`src/rtl/sm_accumulator.sv`:
```
// sm_accumulator: sums a frame of COUNT sign-magnitude samples into a saturating
// sign-magnitude accumulator and presents the total over a valid/ready handshake.
module sm_accumulator #(
    parameter int IN_W  = 9,
    parameter int ACC_W = 16,
    parameter int COUNT = 8
) (
    input  logic             clk,
    input  logic             reset,
    input  logic             start,
    input  logic             in_valid,
    output logic             in_ready,
    input  logic [IN_W-1:0]  in_sum,
    output logic             out_valid,
    input  logic             out_ready,
    output logic [ACC_W-1:0] acc_out,
    output logic             overflow,
    output logic             busy
);
    localparam int MW = ACC_W - 1;
    localparam int CW = COUNT > 1 ? $clog2(COUNT) : 1;

    typedef enum logic [1:0] {IDLE, ACCUM, DONE} state_t;

    state_t          state_q, state_d;
    logic [ACC_W-1:0] acc_q, acc_d;
    logic [CW-1:0]    cnt_q, cnt_d;
    logic             ovf_q, ovf_d;

    logic [MW-1:0] in_mag, acc_mag, res_mag;
    logic [MW:0]   mag_sum;
    logic          in_sgn, res_sgn, same, sat, accept, acc_ge;

    // -0 on the input is folded to +0 so it can never flip the accumulator sign
    assign in_mag  = MW'(in_sum[IN_W-2:0]);
    assign in_sgn  = in_sum[IN_W-1] & (|in_sum[IN_W-2:0]);
    assign acc_mag = acc_q[MW-1:0];
    assign mag_sum = {1'b0, acc_mag} + {1'b0, in_mag};
    assign same    = in_sgn == acc_q[MW];
    assign acc_ge  = acc_mag >= in_mag;
    assign sat     = same & mag_sum[MW];
    assign res_mag = same ? (sat ? '1 : mag_sum[MW-1:0])
                          : (acc_ge ? acc_mag - in_mag : in_mag - acc_mag);
    assign res_sgn = (acc_ge ? acc_q[MW] : in_sgn) & (|res_mag);

    assign in_ready  = state_q == ACCUM;
    assign out_valid = state_q == DONE;
    assign busy      = state_q != IDLE;
    assign acc_out   = acc_q;
    assign overflow  = ovf_q;
    assign accept    = in_valid & in_ready;

    always_comb begin
        state_d = state_q;
        acc_d   = acc_q;
        cnt_d   = cnt_q;
        ovf_d   = ovf_q;
        if (state_q == IDLE && start) begin
            state_d = ACCUM;
            acc_d   = '0;
            cnt_d   = '0;
            ovf_d   = 1'b0;
        end
        if (accept) begin
            acc_d = {res_sgn, res_mag};
            cnt_d = cnt_q + CW'(1);
            ovf_d = ovf_q | sat;
            if (cnt_q == CW'(COUNT - 1)) state_d = DONE;
        end
        if (out_valid && out_ready) state_d = IDLE;
    end

    always_ff @(posedge clk) begin
        if (reset) begin
            state_q <= IDLE;
            acc_q   <= '0;
            cnt_q   <= '0;
            ovf_q   <= 1'b0;
        end else begin
            state_q <= state_d;
            acc_q   <= acc_d;
            cnt_q   <= cnt_d;
            ovf_q   <= ovf_d;
        end
    end
endmodule

```
`config.mk`:
```
export PLATFORM = sky130hd
export DESIGN_NAME = sm_accumulator
export DESIGN_NICKNAME = d
export VERILOG_FILES = /design/src/rtl/sm_accumulator.sv
export SDC_FILE = /design/constraint.sdc
export NUM_CORES = 1
export LEC_CHECK = 0
export ABC_AREA = 1
export CAP_MARGIN = 15
export CORE_MARGIN = 10
export CORE_UTILIZATION = 60
export DETAILED_ROUTE_END_ITERATION = 8
export HOLD_SLACK_MARGIN = 0.02
export PLACE_DENSITY = 0.89
export REMOVE_ABC_BUFFERS = 1
export SLEW_MARGIN = 20
export SYNTH_ARGS = -nofsm -noshare
export SYNTH_HDL_FRONTEND = slang
export SYNTH_SLANG_ARGS = --single-unit
```
`constraint.sdc`:
```
create_clock -name clk -period 3.7 [get_ports clk]
set_input_delay 0.74 -clock clk [delete_from_list [all_inputs] [get_ports clk]]
set_output_delay 0.74 -clock clk [all_outputs]
set_load 0.02 [all_outputs]
```
==> impl_metrics.env, run 1 <==
export IMPL_crit_chain="clkdlybuf4s50_1 -> inv_1 -> ha_1 -> nand2_1 -> nand3_1 -> nand2_1 -> nand3_1 -> nand2_2 -> buf_4 -> o21ai_0 -> nand2_1 -> nor2_1 -> nand2_1 -> nor2_1 -> nand3_1 -> nand2_1 -> a21oi_1"
export IMPL_insertion_delay_ns=0.29
export IMPL_wirelength_um=9880
export IMPL_finalSetupTns_ns=0
export IMPL_regToRegStartpoint="acc_out[6]"
export IMPL_cp_common_cell="nand2_1"
export IMPL_min_delay_start="overflow"
export IMPL_drc=0
export IMPL_area_growth_pct=15.0
export IMPL_cp_end_kind="flop"
export IMPL_cts_path_max_buffers=2
export IMPL_slowest_delay_ns=0.54
export IMPL_path_clk_slew_ns=0.10
export IMPL_synthCells=564
export IMPL_die_h_um=92.7
export IMPL_fin_crit_sh_pct=93.0
export IMPL_routabilityCongestion=1.05
export IMPL_power_leakage_uw=0.00193
export IMPL_yosys_cell_types_count=32
export IMPL_yosys_mux_area_fraction_pct=0
export IMPL_cp_required_ns=3.83
export IMPL_cp_startpoint="in_sum[2]"
export IMPL_htree_levels=1
export IMPL_rows=26
export IMPL_synth_area_leader_cell="nand2_1"
export IMPL_layout_drive_gt1_share_pct=7.87
export IMPL_ir_drop_mv=0.174
export IMPL_grt_overflow_total=0
export IMPL_grt_pass1_vias=3445
export IMPL_criticalPathCategory="in2reg"
export IMPL_fmax_mhz=291
export IMPL_fin_hold_ws_ns=0.469
export IMPL_cts_hold_fix_buffers=0
export IMPL_setup_viol=0
export IMPL_status="completed"
export IMPL_maxCapViolCount=0
export IMPL_crit_buf_inv=3
export IMPL_synth_compound_area_share_pct=8.02
export IMPL_worstPathArrival_ns=3.57
export IMPL_synth_xor_area_share_pct=3.59
export IMPL_die_x_um=92.7
export IMPL_cts_setup_buffers=0
export IMPL_cp_max_fo=10
export IMPL_track_usage_pct=23.0
export IMPL_synthSimpleGateAreaFrac_pct=47.1
export IMPL_rsz0062_at_grt="no"
export IMPL_via_count=3689
export IMPL_antenna_found_initial=0
export IMPL_clockRootBuffer="clkbuf_8"
export IMPL_clkSinkCount=22
export IMPL_hold_class="reg2reg"
export IMPL_n_antenna_cell=0
export IMPL_nets=645
export IMPL_worst_pin_slew_ns=0.878
export IMPL_skew_ns=0.0127
export IMPL_finalHoldViolCount=0
export IMPL_numCtsBuffers=3
export IMPL_start_util_pct=62.0
export IMPL_dp_cells=663
export IMPL_avgRoutedWirePerCell_um=14.8
export IMPL_core_um2=5110
export IMPL_syn_avg_cell_area_um2=5.62
export IMPL_start_kind="input port"
export IMPL_relSlewSlack_pct=41.3
export IMPL_seq_area_frac_synth_pct=13.9
export IMPL_die_area_um2=8590
export IMPL_synth_seq_cells=22
export IMPL_layout_min_cycle_time_ns=3.44
export IMPL_synth_top_family_by_area="simple AND/OR/NAND/NOR gates"
export IMPL_grt_pass1_wl_um=16300
export IMPL_drt_iter0_drc=400
export IMPL_synthTopCellsByArea="nand2_1 (26%), dfxtp_1 (14%), ha_1 (12%)"
export IMPL_synthAdderAreaFrac_pct=13.7
export IMPL_pwr_density_cell_nw_per_um2=270
export IMPL_grt_max_degree=23
export IMPL_dr_pass1_iters=5
export IMPL_ys_warn_count=0
export IMPL_layout_cells_non_filler=667
export IMPL_avgViaCountPerCell=5.53
export IMPL_pin_count=34
export IMPL_synthDominantCellAreaShare_pct=25.6
export IMPL_syn_area_um2=3170
export IMPL_cpLargestDelayFamily="simple AND/OR/NAND/NOR gates"
export IMPL_portBuffers=33
export IMPL_place_hpwl_um=7890
export IMPL_slew_violations=0
export IMPL_cp_slowest_cell="clkdlybuf4s50_1"
export IMPL_utilization_pct=71.3
export IMPL_cts_tree="yes"
export IMPL_ant_nets=0
-- where the power goes --
group	switching, µW	internal [µW]
combinational	300	169
clock	107	145
sequential	15.6	246
total	423	560
-- registers in the layout, indices dropped and copies added (netlist names) --
name / flops
overflow: 1
acc_out: 16
cnt_q: 3
state_q: 2
-- cells by family after synthesis --
kind of cell               after synthesis
and+or+nand+nor                        346
xor gates and xnor gates                13
AOI/OAI and AO/OA                       48
adders and majority gates               33
buffers and inverters                  102
DFF                                     22
-- worst reg2reg max path: stages (launching register included) --
cell and delay, ns:
dfxtp_1 0.37, ha_1 0.50, o21ai_0 0.24, nor2_1 0.15, nand2_1 0.10, nand3_1 0.10
nand2_2 0.09, buf_4 0.18, o21ai_0 0.15, nand2_1 0.12, nor2_1 0.10, nand2_1 0.10
nor2_1 0.21, nand3_1 0.11, nand2_1 0.08, a21oi_1 0.06
-- cell usage in the layout, fill, tap and decap left out, drive strengths merged, types with 2 or more instances in the layout --
cell type and instances:
dfxtp 22, xor2 10, xnor2 3, o21ai 13, nand2 231, nand4 9, clkdlybuf4s50 33, ha 30
nor2 45, inv 85, nor3 3, o21bai 2, clkbuf 3, nand3 57, fa 3, buf 12
a21oi 30
-- Yosys cell counts, drive strengths merged --
master	n
nand2	231
a21oi	30
fa	3
dfxtp	22
o21bai	2
nor2	45
xnor2	3
a21boi	1
clkbuf	6
nand4	9
buf	10
a221oi	1
clkinv	1
nor3	3
xor2	10
nand3b	1
ha	30
nand3	57
o21ai	13
a21o	1
inv	85
-- metal layers --
metal	routed length (µm)	share of wire, %	GRT usage [%]
met1	4180	42	29.0
met2	4490	46	37.7
met3	867	8.8	3.79
met4	336	3.4	9.77
met5	0	0	0
-- cell type report --
cell class              instances  area (µm²)
clock buffers                   3        41.3
clock inverters                 1        30.0
fillers                       477        1460
inverters                      86         325
multi-input cells             440        2300
flip-flops and latches         22         440
well taps                      70        87.6
repair buffers                 45         420
-- through the flow --
| step | setup WS (ns) | cell area, µm² | total power, µW |
|---|---|---|---|
| final | 0.260 | 3640 | 983 |
| after global routing | 0.00564 | 3640 | 1040 |
| after CTS | 0.297 | 3640 | 971 |
| after detailed placement | 0.00153 | 3570 | 724 |
| after global placement | 0.0752 | 3570 | 720 |
| after floorplan | 1.14 | 3060 | 576 |
-- path summary, 6_finish.rpt --
path,to,slack [ns],cells past startpoint
max,acc_out[15],0.26,17
min,overflow,0.47,2
max reg2reg,acc_out[15],0.90,15
min reg2reg,overflow,0.47,2
-- what timing repair did --
| item | 4_1_cts | 5_1_grt |
|---|---|---|
| resized for setup | 0 | 1 |
| setup endpoints to repair | 0 | 1 |
| endpoints found under the hold margin | 0 | 0 |
Power figures use the tool's default switching activity.
==> run 2: changes to the inputs <==
--- a/config.mk
+++ b/config.mk
@@ -7,6 +7,7 @@
 export LEC_CHECK = 0
 export ABC_AREA = 1
 export CAP_MARGIN = 15
+export CORE_ASPECT_RATIO = 0.9
 export CORE_MARGIN = 10
 export CORE_UTILIZATION = 60
 export DETAILED_ROUTE_END_ITERATION = 8
==> impl_metrics.env, run 2 (same netlist as run 1, synthesis figures left out) <==
export IMPL_insertion_delay_ns=0.28
export IMPL_wirelength_um=9700
export IMPL_path_clk_slew_ns=0.10
export IMPL_die_x_um=96.6
export IMPL_grt_max_degree=21
export IMPL_nets=643
export IMPL_hold_depth=1
export IMPL_cp_max_fo=12
export IMPL_drt_iter0_drc=609
export IMPL_final_cell_mix="nand2_1 (216), inv_1 (79), nand3_1 (56)"
export IMPL_area_growth_pct=14.3
export IMPL_status="completed"
export IMPL_pin_count=34
export IMPL_die_h_um=88.9
export IMPL_dr_pass1_iters=7
export IMPL_portBuffers=33
export IMPL_rsz0062_at_grt="no"
export IMPL_cts_path_max_buffers=2
export IMPL_maxCapViolCount=0
export IMPL_hold_class="reg2reg"
export IMPL_clockRootBuffer="clkbuf_8"
export IMPL_drc=0
export IMPL_numCtsBuffers=3
export IMPL_routabilityCongestion=1.01
export IMPL_cp_common_cell="nand2_1"
export IMPL_utilization_pct=69.8
export IMPL_r2r_worst_path_cells=17
export IMPL_nFillCells=471
export IMPL_fin_hold_ws_ns=0.472
export IMPL_cp_end_kind="flop"
export IMPL_relSlewSlack_pct=45.5
export IMPL_r2r_end="acc_out[15]"
export IMPL_totalPowerFinal_uw=972
export IMPL_start_kind="input port"
export IMPL_worst_pin_slew_ns=0.815
export IMPL_n_antenna_cell=0
export IMPL_criticalPathCategory="in2reg"
export IMPL_power_leakage_uw=0.00192
export IMPL_die_area_um2=8590
export IMPL_grt_pass1_wl_um=16000
export IMPL_ir_drop_mv=0.194
export IMPL_crit_buf_inv=3
export IMPL_crit_chain="clkdlybuf4s50_1 -> inv_1 -> ha_1 -> nand2_2 -> inv_1 -> nand2_1 -> nand2_1 -> nand2_2 -> nand2_4 -> nor2_4 -> nand2_1 -> nand3_1 -> nand2_1 -> nor2_1 -> nand2_1 -> nor2_1 -> nand3_1 -> nand2_1 -> a21oi_1"
export IMPL_grt_pass1_vias=3443
export IMPL_htree_levels=1
export IMPL_ctsResizeCount=0
export IMPL_setup_viol=0
export IMPL_clkSinkCount=22
export IMPL_r2r_slack_ns=0.87
export IMPL_ant_nets=0
export IMPL_final_common_cell="nand2_1"
export IMPL_layout_drive_gt1_share_pct=7.39
export IMPL_grt_overflow_total=0
export IMPL_slew_violations=0
export IMPL_start_util_pct=61.0
export IMPL_avgRoutedWirePerCell_um=14.6
export IMPL_fin_crit_sh_pct=95.4
export IMPL_regToRegStartpoint="acc_out[5]"
export IMPL_avgViaCountPerCell=5.70
export IMPL_cts_hold_fix_buffers=0
export IMPL_cts_setup_buffers=0
export IMPL_finalSetupTns_ns=0
export IMPL_antenna_found_initial=0
export IMPL_fmax_mhz=283
export IMPL_cp_required_ns=3.84
export IMPL_track_usage_pct=23.0
export IMPL_cts_tree="yes"
export IMPL_whs_endpoint="cnt_q[0]"
export IMPL_place_hpwl_um=7520
export IMPL_cpLargestDelayFamily="simple AND/OR/NAND/NOR gates"
export IMPL_layout_cells_non_filler=662
export IMPL_worstPathArrival_ns=3.67
export IMPL_pwr_density_cell_nw_per_um2=268
export IMPL_cp_slowest_cell="clkdlybuf4s50_1"
export IMPL_layout_min_cycle_time_ns=3.53
export IMPL_dp_cells=658
export IMPL_finalHoldViolCount=0
export IMPL_min_delay_start="cnt_q[0]"
export IMPL_slowest_delay_ns=0.54
export IMPL_via_count=3771
export IMPL_largest_reg_flops=16
export IMPL_core_um2=5190
export IMPL_rows=25
export IMPL_skew_ns=0.0121
[run 2: worst max path at each step]
| stage | start | end | slack, ns | depth (start not counted) |
|---|---|---|---|---|
| after floorplan | in_sum[2] | acc_out[15] | 1.14 | 19 |
| after global placement | in_sum[7] | acc_out[15] | 0.1 | 20 |
| after detailed placement | in_sum[5] | acc_out[15] | 0.05 | 19 |
| after CTS | in_sum[5] | acc_out[15] | 0.33 | 19 |
| after global routing | in_sum[5] | acc_out[15] | 0.04 | 19 |
| final | in_sum[5] | acc_out[15] | 0.17 | 19 |
[run 2: area by class of cell]
type	count	area, µm²	share of cell area (%)
Multi-Input combinational cell	440	2300	63.4
Sequential cell	22	440	12.2
Timing Repair Buffer	43	405	11.2
Inverter	86	325	8.98
Tap cell	67	83.8	2.31
Clock buffer	3	41.3	1.14
Clock inverter	1	30.0	0.829
[run 2: report_power, final]
part | switching (µW) | leakage [µW] | internal [µW]
clock | 100 | 0.0000357 | 145
sequential | 15.5 | 0.000178 | 246
combinational | 302 | 0.00170 | 163
total | 418 | 0.00192 | 554
[run 2: per-layer routing]
metal  up-vias  routed length, µm  global-route usage [%]
li1       1802                  -                       -
met1      1654               3930                    29.7
met2       276               4240                    36.6
met3        39               1130                    4.95
met4         0                387                    8.44
met5         -                  0                       0
[run 2: stage by stage]
stage | instance area [µm²] | worst slack, ns
floorplan | 3060 | 1.14
global placement | 3550 | 0.0968
detailed placement | 3550 | 0.0461
CTS | 3620 | 0.325
global route | 3620 | 0.0435
finish | 3620 | 0.168
==> run 3: changes to the inputs <==
--- a/config.mk
+++ b/config.mk
@@ -12,7 +12,7 @@
 export CORE_UTILIZATION = 60
 export DETAILED_ROUTE_END_ITERATION = 8
 export HOLD_SLACK_MARGIN = 0.02
-export PLACE_DENSITY = 0.89
+export PLACE_DENSITY = 0.84
 export REMOVE_ABC_BUFFERS = 1
 export SLEW_MARGIN = 20
 export SYNTH_ARGS = -nofsm -noshare
==> impl_metrics.env, run 3 (same netlist as run 1, synthesis figures left out) <==
export IMPL_grt_pass1_vias=3239
export IMPL_start_kind="input port"
export IMPL_clkPwrFrac_pct=25.5
export IMPL_crit_buf_inv=4
export IMPL_power_frac_comb_pct=48.0
export IMPL_core_um2=5190
export IMPL_fin_area_um2=3650
export IMPL_regArea_um2=440
export IMPL_layout_drive_gt1_share_pct=8.01
export IMPL_criticalPathCategory="in2reg"
export IMPL_rows=25
export IMPL_slowest_delay_ns=0.54
export IMPL_status="completed"
export IMPL_postPlaceCellArea_um2=3580
export IMPL_cp_required_ns=3.84
export IMPL_insertion_delay_ns=0.28
export IMPL_hold_depth=2
export IMPL_cts_tree="yes"
export IMPL_die_h_um=88.9
export IMPL_crit_chain="clkdlybuf4s50_1 -> inv_1 -> ha_1 -> nand2_2 -> inv_2 -> nand2_2 -> nor2_2 -> nand2_1 -> nand2_2 -> inv_2 -> nand2_4 -> nand2_1 -> nand3_1 -> nand2_1 -> nor2_1 -> nand2_1 -> nor2_1 -> nand3_1 -> nand2_1 -> a21oi_1"
export IMPL_fmax_mhz=293
export IMPL_finalSetupTns_ns=0
export IMPL_hold_class="reg2reg"
export IMPL_slew_violations=0
export IMPL_totalPowerFinal_uw=986
export IMPL_cp_end_kind="flop"
export IMPL_drc=0
export IMPL_p_switching_uw=425
export IMPL_start_util_pct=61.0
export IMPL_via_count=3642
export IMPL_place_hpwl_um=7820
export IMPL_ant_nets=0
export IMPL_pin_count=34
export IMPL_path_clk_slew_ns=0.11
export IMPL_nFillCells=508
export IMPL_cts_hold_fix_buffers=0
export IMPL_dr_pass1_iters=5
export IMPL_cpLargestDelayFamily="simple AND/OR/NAND/NOR gates"
export IMPL_ctsResizeCount=0
export IMPL_numCtsBuffers=3
export IMPL_power_leakage_uw=0.00194
export IMPL_intPower_uw=561
export IMPL_clockRootBuffer="clkbuf_8"
export IMPL_area_growth_pct=15.3
export IMPL_worst_pin_slew_ns=0.884
export IMPL_drt_iter0_drc=348
export IMPL_cts_setup_buffers=0
export IMPL_layout_min_cycle_time_ns=3.41
export IMPL_cp_max_fo=13
export IMPL_avgViaCountPerCell=5.47
export IMPL_worstPathArrival_ns=3.55
export IMPL_die_area_um2=8590
export IMPL_wirelength_um=9810
export IMPL_p_sw_share_pct=43.1
export IMPL_largest_reg_flops=16
export IMPL_pwr_density_cell_nw_per_um2=270
export IMPL_die_x_um=96.6
export IMPL_multi_input_area_um2=2300
export IMPL_final_cell_mix="nand2_1 (216), inv_1 (79), nand3_1 (56)"
export IMPL_cp_common_cell="nand2_1"
export IMPL_nets=647
export IMPL_portBuffers=33
export IMPL_antenna_found_initial=0
export IMPL_track_usage_pct=23.2
export IMPL_final_common_cell="nand2_1"
export IMPL_n_antenna_cell=0
export IMPL_avgRoutedWirePerCell_um=14.7
export IMPL_p_seq_share_pct=26.5
export IMPL_place_ws_ns=0.0388
export IMPL_clkSinkCount=22
export IMPL_relSlewSlack_pct=40.9
export IMPL_finalHoldViolCount=0
export IMPL_r2r_worst_path_cells=18
export IMPL_rsz0062_at_grt="no"
export IMPL_routabilityCongestion=0.984
export IMPL_grt_pass1_wl_um=15800
export IMPL_skew_ns=0.00731
export IMPL_fin_hold_ws_ns=0.473
export IMPL_grt_max_degree=21
export IMPL_setup_viol=0
export IMPL_cts_path_max_buffers=2
export IMPL_timing_final_ws_setup_ns=0.291
export IMPL_ir_drop_mv=0.174
export IMPL_grt_overflow_total=0
export IMPL_critical_path_depth=20
export IMPL_fin_crit_sh_pct=92.1
export IMPL_htree_levels=1
export IMPL_cp_slowest_cell="ha_1"
export IMPL_maxCapViolCount=0
## run 3: final cells by class
class	count	area share (%)
clock inverters	1	0.822
flip-flops and latches	22	12.1
multi-input cells	440	62.9
repair buffers	47	11.9
well taps	67	2.30
clock buffers	3	1.13
inverters	86	8.91
## run 3: final timing paths
path                    from           to  slack, ns
setup reg to reg  acc_out[5]  acc_out[15]       0.96
hold / removal      overflow     overflow       0.47
hold reg to reg     overflow     overflow       0.47
setup / recovery   in_sum[7]  acc_out[15]       0.29
## run 3: power groups by stage
stage	Clock [µW]	Sequential [µW]	Combinational [µW]
6_report	251	261	474
5_1_grt	258	263	524
4_1_cts	248	261	463
3_5_place_dp	0	266	460
3_3_place_gp	0	266	456
2_1_floorplan	0	271	305
## run 3: layer usage
layer,vias up,routed length [µm],GRT usage (%)
met5,-,0,0
met4,0,182,4.75
met3,16,992,4.87
met2,174,4330,36.8
met1,1636,4310,31.5
li1,1816,-,-
## run 3: tightest hold or removal path, cell delays in order (launching register included)
cell     delay [ns]
dfxtp_1        0.32
nand2_1        0.06
a21oi_1        0.05
## run 3: stage by stage
| stage | cells | utilization (%) |
|---|---|---|
| 5_1_grt | 666 | 70.3 |
| 3_5_place_dp | 662 | 69.0 |
| 2_1_floorplan | 548 | - |
| 3_3_place_gp | 662 | 69.0 |
| 4_1_cts | 666 | 70.3 |
| 6_report | 666 | 70.3 |
